==> config.mk <==
export PLATFORM = sky130hd
export DESIGN_NAME = mul_sequencer
export DESIGN_NICKNAME = d
export VERILOG_FILES = /design/src/rtl/mul_sequencer.sv
export SDC_FILE = /design/constraint.sdc
export NUM_CORES = 1
export LEC_CHECK = 0
export BUFFER_PORTS_ARGS = -buffer_cell sky130_fd_sc_hd__buf_2
export CAP_MARGIN = 20
export CORE_MARGIN = 10
export CORE_UTILIZATION = 35
export DETAILED_ROUTE_END_ITERATION = 10
export GPL_TIMING_DRIVEN = 0
export SLEW_MARGIN = 20
export SYNTH_ARGS = -nofsm -noshare
export SYNTH_HDL_FRONTEND = slang
export SYNTH_SLANG_ARGS = --single-unit
==> constraint.sdc <==
create_clock -name clk -period 3.15 [get_ports clk]
set_clock_uncertainty 0.2 [all_clocks]
set_input_delay 0.63 -clock clk [delete_from_list [all_inputs] [get_ports clk]]
set_output_delay 0.63 -clock clk [all_outputs]
set_load 0.02 [all_outputs]
==> src/rtl/mul_sequencer.sv <==
// Micro-sequencer that plays the shift-and-add multiply opcode program on one start pulse.
// Optional sign fix-up step pair is enabled by defining MULSEQ_SIGN_FIX_EN.
module mul_sequencer #(
   parameter int N_BITS           = 5,
   parameter int STEP_CYCLES      = 35,
   parameter int LONG_STEP_CYCLES = 100
) (
   input  logic        clk,
   input  logic        rst_n,
   input  logic        start,
   input  logic        abort,
   input  logic [15:0] op_a,
   input  logic [15:0] op_b,
   input  logic [15:0] cout,
   output logic [11:0] opcode,
   output logic [15:0] mem_dat_x,
   output logic [15:0] mem_dat_y,
   output logic        busy,
   output logic        done,
   output logic [15:0] result
);

   localparam int MAX_DWELL = (STEP_CYCLES > LONG_STEP_CYCLES) ? STEP_CYCLES : LONG_STEP_CYCLES;
   localparam int DW        = (MAX_DWELL > 1) ? $clog2(MAX_DWELL) : 1;
   localparam int IW        = $clog2(N_BITS) + 1;

   localparam logic [11:0] OP_NOP   = 12'b000000001001;
   localparam logic [11:0] OP_LDX   = 12'b000000001011;
   localparam logic [11:0] OP_LDY   = 12'b000000001100;
   localparam logic [11:0] OP_AND0  = 12'b001000000101;
   localparam logic [11:0] OP_SHL   = 12'b001000010011;
   localparam logic [11:0] OP_SHR   = 12'b000000101010;
   localparam logic [11:0] OP_MOVB  = 12'b100001001011;
   localparam logic [11:0] OP_NEG   = 12'b001000011000;
   localparam logic [11:0] OP_MOVA  = 12'b100000001001;
   localparam logic [11:0] OP_AND1  = 12'b001110000101;
   localparam logic [11:0] OP_MOVC  = 12'b010000101100;
   localparam logic [11:0] OP_ADD   = 12'b000000000000;
   localparam logic [11:0] OP_MOVCO = 12'b010010001100;

   typedef enum logic [1:0] {IDLE, RUN, DONE} state_t;

   typedef enum logic [3:0] {
      S_LDX, S_LDY, S_AND0, S_SHL, S_SHR, S_FIX_MOVB, S_FIX_NEG,
      S_MOVA, S_MOVB, S_AND1, S_MOVC, S_ADD, S_MOVCO
   } step_t;

   state_t          state_q, state_d;
   step_t           step_q, step_d;
   logic [DW-1:0]   dwell_q, dwell_d;
   logic [IW-1:0]   iter_q, iter_d;
   logic [11:0]     opcode_d;
   logic [15:0]     mem_dat_x_d, mem_dat_y_d, result_d;
   logic            busy_d, done_d;
   logic [DW-1:0]   last_dwell;
   logic            step_end, last_iter;

   function automatic logic [11:0] opcode_of(input step_t s);
      case (s)
         S_LDX:      return OP_LDX;
         S_LDY:      return OP_LDY;
         S_AND0:     return OP_AND0;
         S_SHL:      return OP_SHL;
         S_SHR:      return OP_SHR;
         S_FIX_MOVB: return OP_MOVB;
         S_FIX_NEG:  return OP_NEG;
         S_MOVA:     return OP_MOVA;
         S_MOVB:     return OP_MOVB;
         S_AND1:     return OP_AND1;
         S_MOVC:     return OP_MOVC;
         S_ADD:      return OP_ADD;
         S_MOVCO:    return OP_MOVCO;
         default:    return OP_NOP;
      endcase
   endfunction

   assign last_dwell = (step_q == S_MOVC) ? DW'(LONG_STEP_CYCLES - 1) : DW'(STEP_CYCLES - 1);
   assign step_end   = (dwell_q == last_dwell);
   assign last_iter  = (iter_q == IW'(N_BITS - 1));

   always_comb begin
      // NOTE: every output of this block gets a default first so no path leaves one unassigned (no latches).
      state_d     = state_q;
      step_d      = step_q;
      dwell_d     = dwell_q;
      iter_d      = iter_q;
      opcode_d    = opcode;
      mem_dat_x_d = mem_dat_x;
      mem_dat_y_d = mem_dat_y;
      busy_d      = busy;
      done_d      = 1'b0;
      result_d    = result;

      case (state_q)
         IDLE: begin
            if (start && !abort) begin
               state_d     = RUN;
               step_d      = S_LDX;
               dwell_d     = '0;
               iter_d      = '0;
               mem_dat_x_d = op_a;
               mem_dat_y_d = op_b;
               busy_d      = 1'b1;
               opcode_d    = OP_LDX;
            end
         end
         RUN: begin
            if (abort) begin
               state_d  = IDLE;
               dwell_d  = '0;
               iter_d   = '0;
               busy_d   = 1'b0;
               opcode_d = OP_NOP;
            end else if (!step_end) begin
               dwell_d = dwell_q + 1'b1;
            end else begin
               dwell_d = '0;
               case (step_q)
                  S_LDX:      step_d = S_LDY;
                  S_LDY:      step_d = S_AND0;
                  S_AND0:     step_d = S_SHL;
                  S_SHL:      step_d = S_SHR;
`ifdef MULSEQ_SIGN_FIX_EN
                  S_SHR:      step_d = (last_iter && cout[15]) ? S_FIX_MOVB : S_MOVA;
`else
                  S_SHR:      step_d = S_MOVA;
`endif
                  S_FIX_MOVB: step_d = S_FIX_NEG;
                  S_FIX_NEG:  step_d = S_MOVA;
                  S_MOVA:     step_d = S_MOVB;
                  S_MOVB:     step_d = S_AND1;
                  S_AND1:     step_d = S_MOVC;
                  S_MOVC:     step_d = S_ADD;
                  S_ADD:      step_d = S_MOVCO;
                  S_MOVCO: begin
                     if (last_iter) begin
                        state_d  = DONE;
                        done_d   = 1'b1;
                        result_d = cout;
                     end else begin
                        iter_d = iter_q + 1'b1;
                        step_d = S_SHL;
                     end
                  end
                  default:    step_d = S_LDX;
               endcase
               opcode_d = opcode_of(step_d);
            end
         end
         DONE: begin
            // The done cycle still holds MOVCO; the program retires on the following edge.
            state_d  = IDLE;
            step_d   = S_LDX;
            iter_d   = '0;
            busy_d   = 1'b0;
            opcode_d = OP_NOP;
         end
         default: begin
            state_d  = IDLE;
            busy_d   = 1'b0;
            opcode_d = OP_NOP;
         end
      endcase
   end

   // NOTE: sequential state uses non-blocking assignments so every register samples pre-edge values.
   always_ff @(posedge clk or negedge rst_n) begin
      if (!rst_n) begin
         state_q   <= IDLE;
         step_q    <= S_LDX;
         dwell_q   <= '0;
         iter_q    <= '0;
         opcode    <= OP_NOP;
         mem_dat_x <= '0;
         mem_dat_y <= '0;
         busy      <= 1'b0;
         done      <= 1'b0;
         result    <= '0;
      end else begin
         state_q   <= state_d;
         step_q    <= step_d;
         dwell_q   <= dwell_d;
         iter_q    <= iter_d;
         opcode    <= opcode_d;
         mem_dat_x <= mem_dat_x_d;
         mem_dat_y <= mem_dat_y_d;
         busy      <= busy_d;
         done      <= done_d;
         result    <= result_d;
      end
   end

endmodule

* Word-level counts from Yosys, hierarchy flattened *
Memory sizes are Yosys's and may differ from the RTL's.
Cells that the tools add are included.

storage, ports and cells
  register bits = 79
  memory bits (read-only) = 192
  input port bits = 52
  output and inout bits = 62
  word-level logic and storage cells = 90
  memories = 1

memories
  memory           words  width  rd ports  clocked after memory_dff  write ports  line  RTL
  (no name shown)  16     12     1         0                         0            59    case (s)

operators by class
  add/subtract/negate cells = 2
  equality and inequality tests = 24
  muxes and demuxes = 37
  bitwise logic cells = 1
  reductions and logical operators = 15

operator list
  operator             number
  $pmux 4 s12          1
  $mux 4               11
  $mux 12              3
  $mux 7               4
  $pmux 12 s2          1
  $pmux 4 s3           2
  $eq 4x3->1 const B   5
  $eq 4x4->1 const B   5
  $pmux 7 s2           1
  $mux 2               5
  $reduce_and 5->1     2
  $ne 3x3->1 const B   3
  $eq 4x2->1 const B   2
  $ne 2x2->1 const B   4
  $reduce_and 2->1     4
  $reduce_and 4->1     2
  $add 7x1->7 const B  1
  $eq 7x7->1           1
  $mux 1               7
  $add 4x1->4 const B  1
  $eq 4x1->1 const B   1
  $logic_not 4->1      1
  $pmux 2 s2           1
  $ne 3x2->1 const B   1
  other kinds (10)     10

* Depth between registers and ports, before layout *
An unclocked memory read counts as a cell.

  depth in word-level cells = 10
  depth in mapped cells = 13
  gate-level depth less buffers = 13

* Worst setup path before layout *
No wires, ideal clock.

  kind = register to register
  start = reg step_q[2]
  end = reg opcode[9]
  setup time = 83 ps
  arrival time = 2376 ps
  slack = 491 ps
  stages on the path, launching flop included = 11
  buffers on the path = 2
  clock period less this slack = 2659 ps
  cells stage by stage = dfrtp_1 -> clkbuf_1 -> buf_1 -> nand2_1 -> o21ai_0 -> ha_1 -> inv_1 -> maj3_1 -> o22ai_1 -> a22oi_1 -> o21ai_0

on the way
  longest elaborated chain between the ends = 10
  elaborated cells on any way between the ends = 27
  classes of those cells = 14 x eq/ne; 9 x mux; 3 x reduce/logical; 1 x memory

RTL lines
  element                           line  RTL
  start, declared                   49    step_t step_q, step_d;
  start signal, assigned            181   step_q <= step_d;
  $eq 4x3->1                        118   case (step_q)
  $reduce_or 2->1 (no source line)  n/a
  $pmux 4 s12                       118
  $mux 4                            114   end else if (!step_end) begin
  $mux 4                            108   if (abort) begin
  $mux 4                            94    case (state_q)
  $mem_v2 16x12                     n/a
  $mux 12                           114
  $mux 12                           108
  $pmux 12 s2                       94
  end signal, assigned              184   opcode <= opcode_d;
  end, declared                     15    output logic [11:0] opcode,

Parallel ways exist; a longest one is shown, timed or not. The select of a mux whose other input is x is not followed.
A chain may end at the register's enable or synchronous reset.

* Final worst setup path *
  start = reg iter_q[0]
  end = reg opcode[1]

on the way
  longest elaborated chain between the ends = 10

RTL lines
  element                 line  RTL
  start, declared         51    logic [IW-1:0] iter_q, iter_d;
  start signal, assigned  183   iter_q <= iter_d;
  $eq 4x3->1              79    assign last_iter = (iter_q == IW'(N_BITS - 1));
  $mux 4                  136   if (last_iter) begin
  $pmux 4 s12             118
  $mux 4                  114
  $mux 4                  108
  $mux 4                  94
  $mem_v2 16x12           n/a
  $mux 12                 114
  $mux 12                 108
  $pmux 12 s2             94

Every way passes these cells. The select of a mux whose other input is x is not followed.

==> impl_results.rst <==
.. list-table::
   :header-rows: 1

   * - Metric
     - Value
   * - Antenna violations before repair
     - 0
   * - Root buf cell
     - clkbuf_8
   * - Yosys warnings
     - 0
   * - Busiest metal layer after global routing
     - met2
   * - Slew HR
     - around 57%
   * - Slew at the pin with the worst max-slew slack
     - 640.1 ps
   * - Share of flip-flops with an asynchronous set or reset after synthesis
     - 100.0%
   * - Via density per instance
     - 5.002
   * - Result of the run
     - finished, final reports clean
   * - Pin count of the biggest net entering global routing
     - between 40 and 50
   * - Area added between synthesis and finish
     - 26.48%
   * - H-tree level count
     - 3
   * - Peak fanout along the critical path
     - 6
   * - Maximum VDD drop
     - 420.0 uV
   * - Clock edge transition at the registers on the reported setup and hold paths
     - 80 ps
   * - Required time at the worst-slack endpoint
     - 3200 ps
   * - CTS sink count
     - 79
   * - CTS Hold Bufs
     - 0
   * - Number of maximum-capacitance violations
     - 0
   * - Pwr/cell area
     - 762.0 mW/mm2
   * - First-pass GRT wire length
     - 16150 um
   * - Final routed wire length divided by cell count
     - 16.14 um
   * - Post-route setup slack
     - 221.9 ps
   * - DP HPWL
     - about 7300 um
   * - Die boundary width
     - between 100 and 150 um
   * - Post-Syn Nets
     - 385
   * - Most used cells in the layout excluding fill and tap cells
     - buf_2, dfrtp_1, mux2_2
   * - Overall die area
     - approximately 0.015 mm2
   * - Number of rows created at floorplan
     - 38
   * - GRT overflow
     - 0
   * - Placement-stage worst setup slack
     - -69.69 ps
   * - Arrival time of the worst setup path
     - 2980 ps
   * - Number of antenna diodes
     - 0
   * - Via count of the first global-routing pass
     - 3192
   * - Path type of the worst min-delay path
     - input port to async pin
   * - TritonCTS buffer count
     - 9
   * - Final Hold Viols
     - 0
   * - Number of distinct library cells after synthesis
     - 58
   * - Initial drt markers
     - ~170
   * - Minimum clock period after layout
     - 2928 ps
   * - GRT met1 Usage
     - 14.80%
   * - Mean instance size in the synthesized netlist
     - 11.67 um2
   * - Critical path class
     - flop to flop
   * - Count of input and output buffers
     - between 100 and 150
   * - Period Utilization, post-route
     - 92.96%
   * - Most common cell after layout, fill and taps aside
     - buf_2
   * - Global-route met3 utilization
     - 4.723%
   * - Total global-route track usage
     - 12.51%
   * - Post-synthesis sequential area ratio
     - 52.04%
   * - Maximum clock path buffer count
     - 2
   * - Initial Utilization
     - 35.40%
   * - Final Wtd Congestion
     - 0.8822
   * - Iteration count of the initial detailed-routing pass
     - 4
   * - Core area
     - 0.01075 mm2
   * - Total setup violations reported at the end of the flow
     - 0
   * - Number of synthesized flops with an enable pin
     - 0
   * - Final total negative setup slack
     - 0 ps
   * - Post-layout net count
     - 509
   * - Number of cells produced by synthesis
     - approximately 330
   * - DRT antenna net count
     - 0
   * - Final design area excluding fillers
     - 0.004811 mm2
   * - Layout cells sized above 1
     - 43.52%
   * - Total count of max-transition violations in the final report
     - 0
   * - Clock tree from TritonCTS
     - yes
   * - Cell area after synthesis
     - ~0.0038 mm2
   * - Endpoint class of the critical path
     - flop
   * - Cell area after placement
     - 0.004567 mm2
   * - Startpoint kind of the worst setup timing path
     - flop
   * - Final wirelength
     - 9602 um
   * - Flops & latches, synth
     - 79
   * - # IOs
     - 114
   * - Most used flip-flop cell after synthesis
     - dfrtp_1
   * - Via count
     - 2976
   * - Static leakage power
     - roughly 2.4 nW
   * - Unrepaired setup endpoints after global routing
     - no
   * - Max Fclk
     - roughly 340 MHz
   * - Clock insertion delay at the later pin of the skew report
     - about 360 ps
   * - Die Ht
     - 124.2 um
   * - DRC violations left
     - 0
   * - Met2 track demand over resource in global routing
     - 19.82%
==> repair_timing <==
action	in CTS	in global routing
hold endpoints to repair	0	0
buffers inserted	0	0
setup endpoints to repair	3	5
resized for setup	1	3
==> cells in the mapped netlist, drive strengths merged (2+ instances only) <==
cell type / count / area (um2)
maj3: 2 / 20.02
nand3: 5 / 25.02
nand2: 26 / 105.1
o31a: 2 / 17.52
nand2b: 3 / 18.77
o21ai: 21 / 105.1
or2: 3 / 18.77
nor2b: 5 / 31.28
a22o: 6 / 52.55
a211o: 2 / 17.52
ha: 7 / 87.58
a21o: 4 / 30.03
inv: 14 / 52.55
nor2: 13 / 48.80
o22ai: 2 / 12.51
and3: 2 / 12.51
a211oi: 2 / 15.01
o211ai: 3 / 22.52
clkbuf: 8 / 30.03
o21bai: 2 / 15.01
a31oi: 3 / 18.77
nand4: 2 / 12.51
a21oi: 14 / 70.07
and3b: 2 / 17.52
o31ai: 4 / 30.03
dfstp: 2 / 52.55
or3: 2 / 12.51
nor3: 3 / 26.28
xnor2: 2 / 17.52
buf: 7 / 40.03
mux2: 49 / 585.6
mux2i: 7 / 70.07
dfrtp: 77 / 1927
==> power breakdown <==
part	leakage, nW	switching (mW)	internal [mW]
clock network	0.119	0.382	0.513
registers	1.02	0.138	1.28
logic	1.26	0.782	0.572
==> metrics by stage <==
step	util, %	hold WS (ps)	power (mW)	instances
floorplan	-	134.4	2.349	326
CTS	44.75	27.98	3.744	596
global placement	42.29	266.7	2.778	579
global route	44.77	42.28	3.915	595
detailed placement	42.50	268.3	2.826	580
finish	44.77	28.45	3.666	595
==> state kept, by name (all words and copies together) (netlist names) <==
signal / cells
iter_q: 4
step_q: 4
mem_dat_y: 16
dwell_q: 7
result: 16
busy: 1
state_q: 2
mem_dat_x: 16
done: 1
opcode: 12
==> worst max-delay path: stages, from the launching register on <==
cell and delay [ps]:
dfrtp_1 400, inv_1 70, ha_1 230, and3b_1 260, nor2_2 150, nor2_1 60
a211o_1 290, ha_1 280, inv_1 100, a211oi_1 50, a2bb2oi_1 340, o211ai_1 170
and3b_1 240
==> kinds of logic (layout without fill, tap and decap cells) <==
group	after synthesis	count (layout)	synth area share, %
multiplexers	56	56	17.24
flip-flops	79	79	52.04
AO/OA/AOI/OAI	75	75	13.06
adder cells (fa/ha/maj)	9	9	2.829
AND/OR/NAND/NOR	75	75	10.92
XOR/XNOR	3	3	0.6909
buffers and inverters	29	158	3.223
==> path summary, 6_finish.rpt <==
kind | startpoint | end | slack (ps) | depth (start not counted)
max in group asynchronous | rst_n | mem_dat_y[6] | 2120 | 2
worst max register to register | iter_q[0] | opcode[1] | 220 | 12
worst min register to register | opcode[7] | opcode[7] | 280 | 2
worst min-delay path | rst_n | iter_q[3] | 30 | 1
min in group clk | opcode[7] | opcode[7] | 280 | 2
worst max-delay path | iter_q[0] | opcode[1] | 220 | 12
==> metal layers <==
layer,routed length [um],share of wire (%)
met4,131,1.4
met2,4557,47
met3,732,7.6
met1,4180,44
met5,0,0
==> layout make-up <==
cell class,count,area [um2]
Clock inverter,4,76.32
Inverter,14,52.55
Tap cell,140,175.2
Clock buffer,12,165.2
Sequential cell,79,1979
Multi-Input combinational cell,218,1707
Buffer,14,67.56
Timing Repair Buffer,114,588.1
Fill cell,1088,5934
No activity file was read; power rests on OpenSTA's default activity.
